<file path="config.mk">
export PLATFORM = sky130hd
export DESIGN_NAME = event_ingress_fifo
export DESIGN_NICKNAME = d
export VERILOG_FILES = /design/src/rtl/evt_pkg.sv /design/src/rtl/evt_sync_fifo.sv /design/src/rtl/event_ingress_fifo.sv
export SDC_FILE = /design/constraint.sdc
export NUM_CORES = 1
export LEC_CHECK = 0
export ABC_AREA = 1
export CORE_UTILIZATION = 31
export DETAILED_ROUTE_END_ITERATION = 12
export PLACE_DENSITY = 0.5
export SLEW_MARGIN = 20
export SYNTH_ARGS = -nofsm -noshare
export SYNTH_HDL_FRONTEND = slang
export SYNTH_SLANG_ARGS = --single-unit
</file>
<file path="constraint.sdc">
create_clock -name clk -period 2.1 [get_ports clk]
set_input_delay 0.42 -clock clk [delete_from_list [all_inputs] [get_ports clk]]
set_output_delay 0.42 -clock clk [all_outputs]
set_load 0.005 [all_outputs]
</file>
<file path="src/rtl/evt_pkg.sv">
// Shared definitions for the event ingress path.
// Holds the issue-FSM state encoding, the packed event record and the
// field positions of x and y inside the 16-bit event address.
package evt_pkg;

  localparam int unsigned EVT_DATA_WIDTH = 4;
  localparam int unsigned EVT_ADDR_WIDTH = 16;

  // Address is packed {x, y}.
  localparam int unsigned X_MSB = 15;
  localparam int unsigned X_LSB = 8;
  localparam int unsigned Y_MSB = 7;
  localparam int unsigned Y_LSB = 0;

  typedef enum logic [1:0] {
    StIdle,
    StIssue,
    StWaitDrop
  } issue_state_e;

  // Event record at the default widths; value sits above addr, matching the
  // concatenation order used for FIFO storage.
  typedef struct packed {
    logic [EVT_DATA_WIDTH-1:0] value;
    logic [EVT_ADDR_WIDTH-1:0] addr;
  } evt_t;

endpackage

</file>
<file path="src/rtl/evt_sync_fifo.sv">
// Single-clock FIFO with a registered occupancy count.
// Ports:
//   clk, rst_n        clock, synchronous active-low reset
//   push, push_data   write request and data (ignored when full)
//   pop, pop_data     read request (ignored when empty) and head entry
//   count             occupancy, registered
//   full, empty       decoded from the registered count
module evt_sync_fifo #(
  parameter int unsigned WIDTH = 20,
  parameter int unsigned DEPTH = 16
) (
  input  logic                     clk,
  input  logic                     rst_n,
  input  logic                     push,
  input  logic [WIDTH-1:0]         push_data,
  input  logic                     pop,
  output logic [WIDTH-1:0]         pop_data,
  output logic [$clog2(DEPTH):0]   count,
  output logic                     full,
  output logic                     empty
);

  localparam int unsigned AW = $clog2(DEPTH);
  localparam int unsigned CW = AW + 1;

  logic [WIDTH-1:0] mem_q [DEPTH];
  logic [AW-1:0]    wr_ptr_q, rd_ptr_q;
  logic [CW-1:0]    count_q, count_d;
  logic             do_push, do_pop;

  assign full     = (count_q == CW'(DEPTH));
  assign empty    = (count_q == '0);
  assign do_push  = push && !full;
  assign do_pop   = pop && !empty;
  assign pop_data = mem_q[rd_ptr_q];
  assign count    = count_q;

  always_comb begin
    count_d = count_q;
    if (do_push && !do_pop) begin
      count_d = count_q + 1'b1;
    end else if (do_pop && !do_push) begin
      count_d = count_q - 1'b1;
    end
  end

  // Pointers are AW bits wide, so DEPTH being a power of two gives the wrap.
  always_ff @(posedge clk) begin
    if (!rst_n) begin
      wr_ptr_q <= '0;
      rd_ptr_q <= '0;
      count_q  <= '0;
    end else begin
      if (do_push) wr_ptr_q <= wr_ptr_q + 1'b1;
      if (do_pop)  rd_ptr_q <= rd_ptr_q + 1'b1;
      count_q <= count_d;
    end
  end

  // Storage is not reset; validity is tracked by the pointers.
  always_ff @(posedge clk) begin
    if (do_push) mem_q[wr_ptr_q] <= push_data;
  end

endmodule

</file>
<file path="src/rtl/event_ingress_fifo.sv">
// Event ingress buffer between a sensor and a feature detector.
// Filters zero-valued (and, with EVT_BOUNDS_CHECK_EN defined, out-of-frame)
// events, buffers the rest and issues one event per detector request level.
// Ports:
//   clk, rst_n                        clock, synchronous active-low reset
//   s_event_valid/value/addr/ready    sensor side, never stalled
//   event_req                         level request from the detector
//   out_event_valid_0/value_0/addr_0  one-cycle issue pulse, data held after
//   fifo_count                        buffer occupancy
//   drop_count                        saturating count of lost/filtered events
// Build option: EVT_BOUNDS_CHECK_EN enables the X_MAX/Y_MAX frame check.
module event_ingress_fifo
  import evt_pkg::*;
#(
  parameter int unsigned DATA_WIDTH = 4,
  parameter int unsigned ADDR_WIDTH = 16,
  parameter int unsigned DEPTH      = 16,
  parameter logic [7:0]  X_MAX      = 8'd127,
  parameter logic [7:0]  Y_MAX      = 8'd127
) (
  input  logic                    clk,
  input  logic                    rst_n,
  input  logic                    s_event_valid,
  input  logic [DATA_WIDTH-1:0]   s_event_value,
  input  logic [ADDR_WIDTH-1:0]   s_event_addr,
  output logic                    s_event_ready,
  input  logic                    event_req,
  output logic                    out_event_valid_0,
  output logic [DATA_WIDTH-1:0]   out_event_value_0,
  output logic [ADDR_WIDTH-1:0]   out_event_addr_0,
  output logic [$clog2(DEPTH):0]  fifo_count,
  output logic [15:0]             drop_count
);

  localparam int unsigned EW = DATA_WIDTH + ADDR_WIDTH;

  issue_state_e          state_q, state_d;
  logic                  fifo_full, fifo_empty, pop;
  logic [EW-1:0]         head;
  logic                  in_bounds, accept, drop;
  logic [15:0]           drop_q;
  logic [DATA_WIDTH-1:0] value_q;
  logic [ADDR_WIDTH-1:0] addr_q;

`ifdef EVT_BOUNDS_CHECK_EN
  assign in_bounds = (s_event_addr[X_MSB:X_LSB] <= X_MAX) &&
                     (s_event_addr[Y_MSB:Y_LSB] <= Y_MAX);
`else
  assign in_bounds = 1'b1;
`endif

  // Ready comes from the registered count only, so a pop in the same cycle
  // does not open a slot for the sensor.
  assign s_event_ready = !fifo_full;
  assign accept        = s_event_valid && s_event_ready && (s_event_value != '0) && in_bounds;
  assign drop          = s_event_valid && !accept;

  evt_sync_fifo #(
    .WIDTH(EW),
    .DEPTH(DEPTH)
  ) u_fifo (
    .clk      (clk),
    .rst_n    (rst_n),
    .push     (accept),
    .push_data({s_event_value, s_event_addr}),
    .pop      (pop),
    .pop_data (head),
    .count    (fifo_count),
    .full     (fifo_full),
    .empty    (fifo_empty)
  );

  // WAIT_DROP holds off further issues until the request level falls.
  always_comb begin
    state_d = state_q;
    pop     = 1'b0;
    case (state_q)
      StIdle: begin
        if (event_req && !fifo_empty) begin
          pop     = 1'b1;
          state_d = StIssue;
        end
      end
      StIssue:    state_d = StWaitDrop;
      StWaitDrop: if (!event_req) state_d = StIdle;
      default:    state_d = StIdle;
    endcase
  end

  always_ff @(posedge clk) begin
    if (!rst_n) begin
      state_q <= StIdle;
      value_q <= '0;
      addr_q  <= '0;
      drop_q  <= '0;
    end else begin
      state_q <= state_d;
      if (pop) begin
        value_q <= head[EW-1:ADDR_WIDTH];
        addr_q  <= head[ADDR_WIDTH-1:0];
      end
      if (drop && (drop_q != 16'hFFFF)) drop_q <= drop_q + 16'd1;
    end
  end

  assign out_event_valid_0 = (state_q == StIssue);
  assign out_event_value_0 = value_q;
  assign out_event_addr_0  = addr_q;
  assign drop_count        = drop_q;

endmodule

</file>
==> run summary, run 1 <==
Max clock buf depth: 3
Initial DRC Count: 849
Async S/R FF share, synth: 0%
Hold-fix buffers, CTS: 0
Post-Synth Adder-Cell Area: 0.969%
Synth Area in XOR/XNOR: 0.539%
final wirelength: 44400 µm
Worst Tran Pin Value: 949 ps
share of cells above drive strength 1: 10.9%
register share of total power: 41.7%
WS Path Type: flop to output port
Worst-path clk slew: 60 ps
Final Instance Area: 19600 µm²
H-tree depth: 2
Startpoint Class: flop
Peak VDD IR: 0.694 mV
Post-DRT Antenna Nets: 0
CTS tree: done
Final period util: 97.2%
part of the Yosys area used for sequential elements: 65.4%
post-synthesis simple-gate area fraction: 24.0%
synth warn: 0
Worst Setup SP: drop_count[5]
Hold Startpoint: state_q[1]
ordered cell list for the critical path: clkdlybuf4s50_1
core footprint: 51600 µm²
crit-path max FO: 7
Slew Viols, Final: 0
Synth Flop Type: edfxtp_1
power density cells: 1050 nW/µm²
dpl cell area: 18400 µm²
RSZ-0062 raised after global routing: yes
compound-cell area share of the yosys netlist: 1.55%
initial antenna violation count: 0
Sw Share: 31.5%
clock sinks: 371
setup ws final: 58.3 ps
largest net degree at the start of global routing: 100
largest family of logic cells by synthesized area: simple AND/OR/NAND/NOR gates
Placed Instances: 2409
Nets: 1809
vias per inst: 4.61
Port Buf Inserts: 66
n_diodes: 0
data arrival time of the worst path: 1620 ps
fin cells: 2484
CP max stage delay: 570 ps
GRT Util Overall: 16.8%
P_int: 14.1 mW
Final setup viols: 0
gpl congestion: 0.813
Synth Cell Area: 16300 µm²
residual DRC count: 0
FMAX: 490 MHz
Slew HR: 36.6%
final hold vios: 0
vias in the first global route: 11200
CTS buffer count: 41
Net Sw Power: 6.47 mW
Area Overhead vs Synth: 20.6%
mux share of post-synthesis cell area: 0%
first-pass GRT wire length: 67300 µm
die footprint: 53400 µm²
Worst R2R Start: u_fifo.count[0]
Die W: 231 µm
Post-synth EDFFs: 320
CP Buf/Inv Count: 1
Initial Utilization: 31.5%
Die Y: 231 µm
Fillers: 5061
total number of vias: 11500
DRT Pass-1 Iters: 5
clk_lat worst skew: 570 ps
synthesized netlist cell count: 1657
fin crit period: 2040 ps
Yosys cell types: 31
Net Count, Synth: 1693
number of max-cap violations: 0
Place WS: -749 ps
worst path required time: 1680 ps
Lkg Pwr: 7.96 nW
Clock power frac: 32.7%
CP delay by family, top: buffers and inverters
gr ovfl total: 0
FF-to-FF setup slack: 110 ps
Synth top area share: 59.1%
Area contributors post-synth: edfxtp_1 (59%), nand2_1 (13%), nand3_1 (7.4%), dfxtp_1 (6.3%), inv_1 (4.9%)
Comb pwr share: 25.6%
Boundary Pins: 67
DP HPWL: 27300 µm
drt wl/cell: 17.9 µm
Core Rows: 83
register bit total from synthesis: 371
Synth area leader: edfxtp_1
Layout Skew: 18.6 ps
status: finished, final reports clean
root buffer cell: clkbuf_16
HP Class: flop to flop
Critical Path Slowest Stage Cell: clkdlybuf4s50_1
Worst Setup End Kind: output port
syn_area_per_cell: 9.81 µm²
-- layout make-up --
class	instances	area [µm²]	share of cell area [%]
flip-flops and latches	371	10600	54.2
well taps	680	851	4.34
clock buffers	58	1160	5.93
repair buffers	150	1610	8.22
multi-input cells	990	4450	22.7
inverters	219	826	4.21
clock inverters	16	70.1	0.357
-- cell usage after synthesis, types with 3 or more instances --
cell	count
buf_2	31
nor2_2	4
xor2_1	7
buf_1	8
nand2_2	12
nand3b_1	3
nand4_1	5
nand3_1	240
xnor2_1	3
ha_1	11
nand2_1	567
a21oi_1	15
a21oi_2	10
edfxtp_1	320
dfxtp_1	51
inv_2	3
buf_4	14
clkbuf_1	21
o21ai_0	14
inv_1	214
nor2_1	90
-- power by group through the flow --
| stage | logic (mW) | clock network, mW | registers [mW] |
|---|---|---|---|
| finish | 5.26 | 6.73 | 8.58 |
| global route | 5.86 | 7.15 | 8.61 |
| CTS | 5.33 | 6.89 | 8.59 |
| detailed placement | 5.28 | 0 | 8.73 |
| global placement | 5.26 | 0 | 8.72 |
| floorplan | 3.11 | 0 | 8.68 |
-- cell families after synthesis --
family | after synthesis
flops | 371
compound gates | 40
buf+inv | 296
xor+xnor | 10
simple gates | 928
fa+ha+maj | 12
-- routing by layer --
metal,global-route usage (%),wire length [µm],up-vias
met5,0,0,-
met4,6.85,1490,0
met3,2.50,1900,79
met2,28.3,21900,267
met1,21.6,19200,5504
li1,-,-,5602
-- worst paths after layout --
path	end	cells past startpoint
setup / recovery	drop_count[5]	1
hold / removal	state_q[1]	3
setup reg to reg	u_fifo.count[4]	12
hold reg to reg	state_q[1]	3
-- layout by cell type (no fill, tap or decap), types with 2 or more instances in the layout --
master	Yosys	final
nand2_1	567	567
edfxtp_1	320	320
nand3_1	240	240
inv_1	214	212
nor2_1	90	72
clkdlybuf4s50_1	0	63
buf_4	14	58
dfxtp_1	51	47
clkbuf_16	0	43
buf_12	1	26
nor2_2	4	22
a21oi_1	15	15
clkinv_1	0	14
nand2_2	12	12
o21ai_0	14	12
clkbuf_1	21	12
a21oi_2	10	10
ha_1	11	10
xor2_1	7	7
nand4_1	5	5
inv_2	3	4
nand3b_1	3	3
xnor2_1	3	3
clkbuf_8	0	3
dlygate4sd2_1	0	3
nand3_2	2	2
nor2_4	2	2
clkinv_2	1	2
nand2_4	2	2
o21ai_1	0	2
dfxtp_2	0	2
dfxtp_4	0	2
-- sequential cells by signal, summed over array words and instances, names as in the netlist --
register	cells
state_q	2
u_fifo.mem_q	320
out_event_value_0	4
out_event_addr_0	16
u_fifo.rd_ptr_q	4
drop_count	16
u_fifo.wr_ptr_q	4
u_fifo.count	5
-- per-stage QoR --
stage               hold WS [ps]  power [mW]  setup TNS [ps]  utilization (%)
finish                       509        20.6               0             38.0
global route                 542        21.6           -4.14             38.0
CTS                          492        20.8               0             38.0
detailed placement           505        14.0         -139820             35.6
global placement             491        14.0         -145680             35.6
floorplan                    475        11.8          -30900                -
-- repair_timing --
action / in CTS / in global routing
buffers inserted: 1 / 0
endpoints found under the setup margin: 4 / 3
pin swaps: 2 / 1
gates resized for setup: 6 / 4
Power figures use the tool's default switching activity.
==> run 2, diff against run 1 <==
- SKIP_CTS_REPAIR_TIMING: default -> 1
- SKIP_LAST_GASP: default -> 1
==> run summary, run 2 (synthesized netlist as in run 1, its figures left out) <==
CP max stage delay: 570 ps
post-route setup TNS: 0 ps
n_diodes: 0
largest net degree at the start of global routing: 100
Boundary Pins: 67
final wirelength: 44500 µm
max reg flops: 320
Worst Tran Pin Value: 913 ps
Slew HR: 39.1%
DRT Pass-1 Iters: 5
first-pass GRT wire length: 67300 µm
CP delay by family, top: buffers and inverters
data arrival time of the worst path: 1620 ps
vias per inst: 4.59
final hold slack: 429 ps
WS Path Type: flop to output port
Final Instance Area: 19600 µm²
dpl cell area: 18400 µm²
residual DRC count: 0
core footprint: 51600 µm²
Peak VDD IR: 0.694 mV
Max clock buf depth: 3
vias in the first global route: 11200
Critical Path Slowest Stage Cell: clkdlybuf4s50_1
setup ws final: 57.6 ps
RSZ-0062 raised after global routing: no
PnR Total Power: 20.6 mW
ordered cell list for the critical path: clkdlybuf4s50_1
Place WS: -749 ps
most frequent cells in the layout: nand2_1 (567), edfxtp_1 (320), nand3_1 (240)
CTS tree: done
Area Overhead vs Synth: 20.7%
gr ovfl total: 0
Die W: 231 µm
Die Y: 231 µm
die footprint: 53400 µm²
CTS buffer count: 41
Fillers: 5064
CP Buf/Inv Count: 1
final hold vios: 0
Post-DRT Antenna Nets: 0
Initial Utilization: 31.5%
power density cells: 1050 nW/µm²
Final setup viols: 0
total number of vias: 11400
GRT Util Overall: 16.8%
FMAX: 490 MHz
Worst-path clk slew: 60 ps
initial antenna violation count: 0
Final period util: 97.3%
clock sinks: 371
Worst Setup End Kind: output port
HP Class: input pin to flop
Biggest register: u_fifo.mem_q
number of max-cap violations: 0
Core Rows: 83
crit-path max FO: 7
drt wl/cell: 17.9 µm
DP HPWL: 27300 µm
fin crit period: 2040 ps
Layout Skew: 18.2 ps
H-tree depth: 2
root buffer cell: clkbuf_16
Port Buf Inserts: 66
Slew Viols, Final: 0
gpl congestion: 0.813
clk_lat worst skew: 570 ps
status: finished, final reports clean
Nets: 1810
Lkg Pwr: 7.98 nW
worst path required time: 1680 ps
Initial DRC Count: 842
share of cells above drive strength 1: 11.0%
most common cell after layout, fill and taps aside: nand2_1
Startpoint Class: flop
## run 2: changes by cell type in the layout (fill, tap and decap cells not counted), sizes merged
cell | previous run | this run
dlymetal6s2s | 0 | 3
dlygate4sd2 | 3 | 0
buf | 84 | 85
## run 2: metrics by stage
stage	cells	util, %
after CTS	2483	38.0
after global placement	2409	35.6
after global routing	2485	38.0
after floorplan	1657	-
final	2485	38.0
after detailed placement	2409	35.6
## run 2: cell type report
class	count	area, µm²	area share, %
well taps	680	851	4.33
repair buffers	151	1630	8.31
flip-flops and latches	371	10600	54.2
clock inverters	16	70.1	0.357
inverters	219	826	4.21
clock buffers	58	1160	5.92
multi-input cells	990	4450	22.7
## run 2: worst paths after layout
kind | from | to | slack [ps] | cells after the start
worst max-delay path | drop_count[5] | drop_count[5] | 60 | 1
worst min-delay path | s_event_value[3] | u_fifo.mem_q[2][19] | 430 | 2
worst max register to register | u_fifo.count[3] | u_fifo.count[4] | 100 | 13
worst min register to register | state_q[1] | state_q[1] | 510 | 3
## run 2: where the power goes
part	switching, mW	total (mW)	internal (mW)
Sequential	0.214	8.58	8.36
Clock	2.89	6.72	3.84
Combinational	3.37	5.27	1.90
Total	6.47	20.6	14.1
## run 2: per-layer routing
metal	up-vias	global-route usage (%)	routed length, µm
li1	5601	-	-
met1	5471	21.6	19200
met2	257	28.3	21900
met3	79	2.50	1850
met4	0	6.85	1510
met5	-	0	0
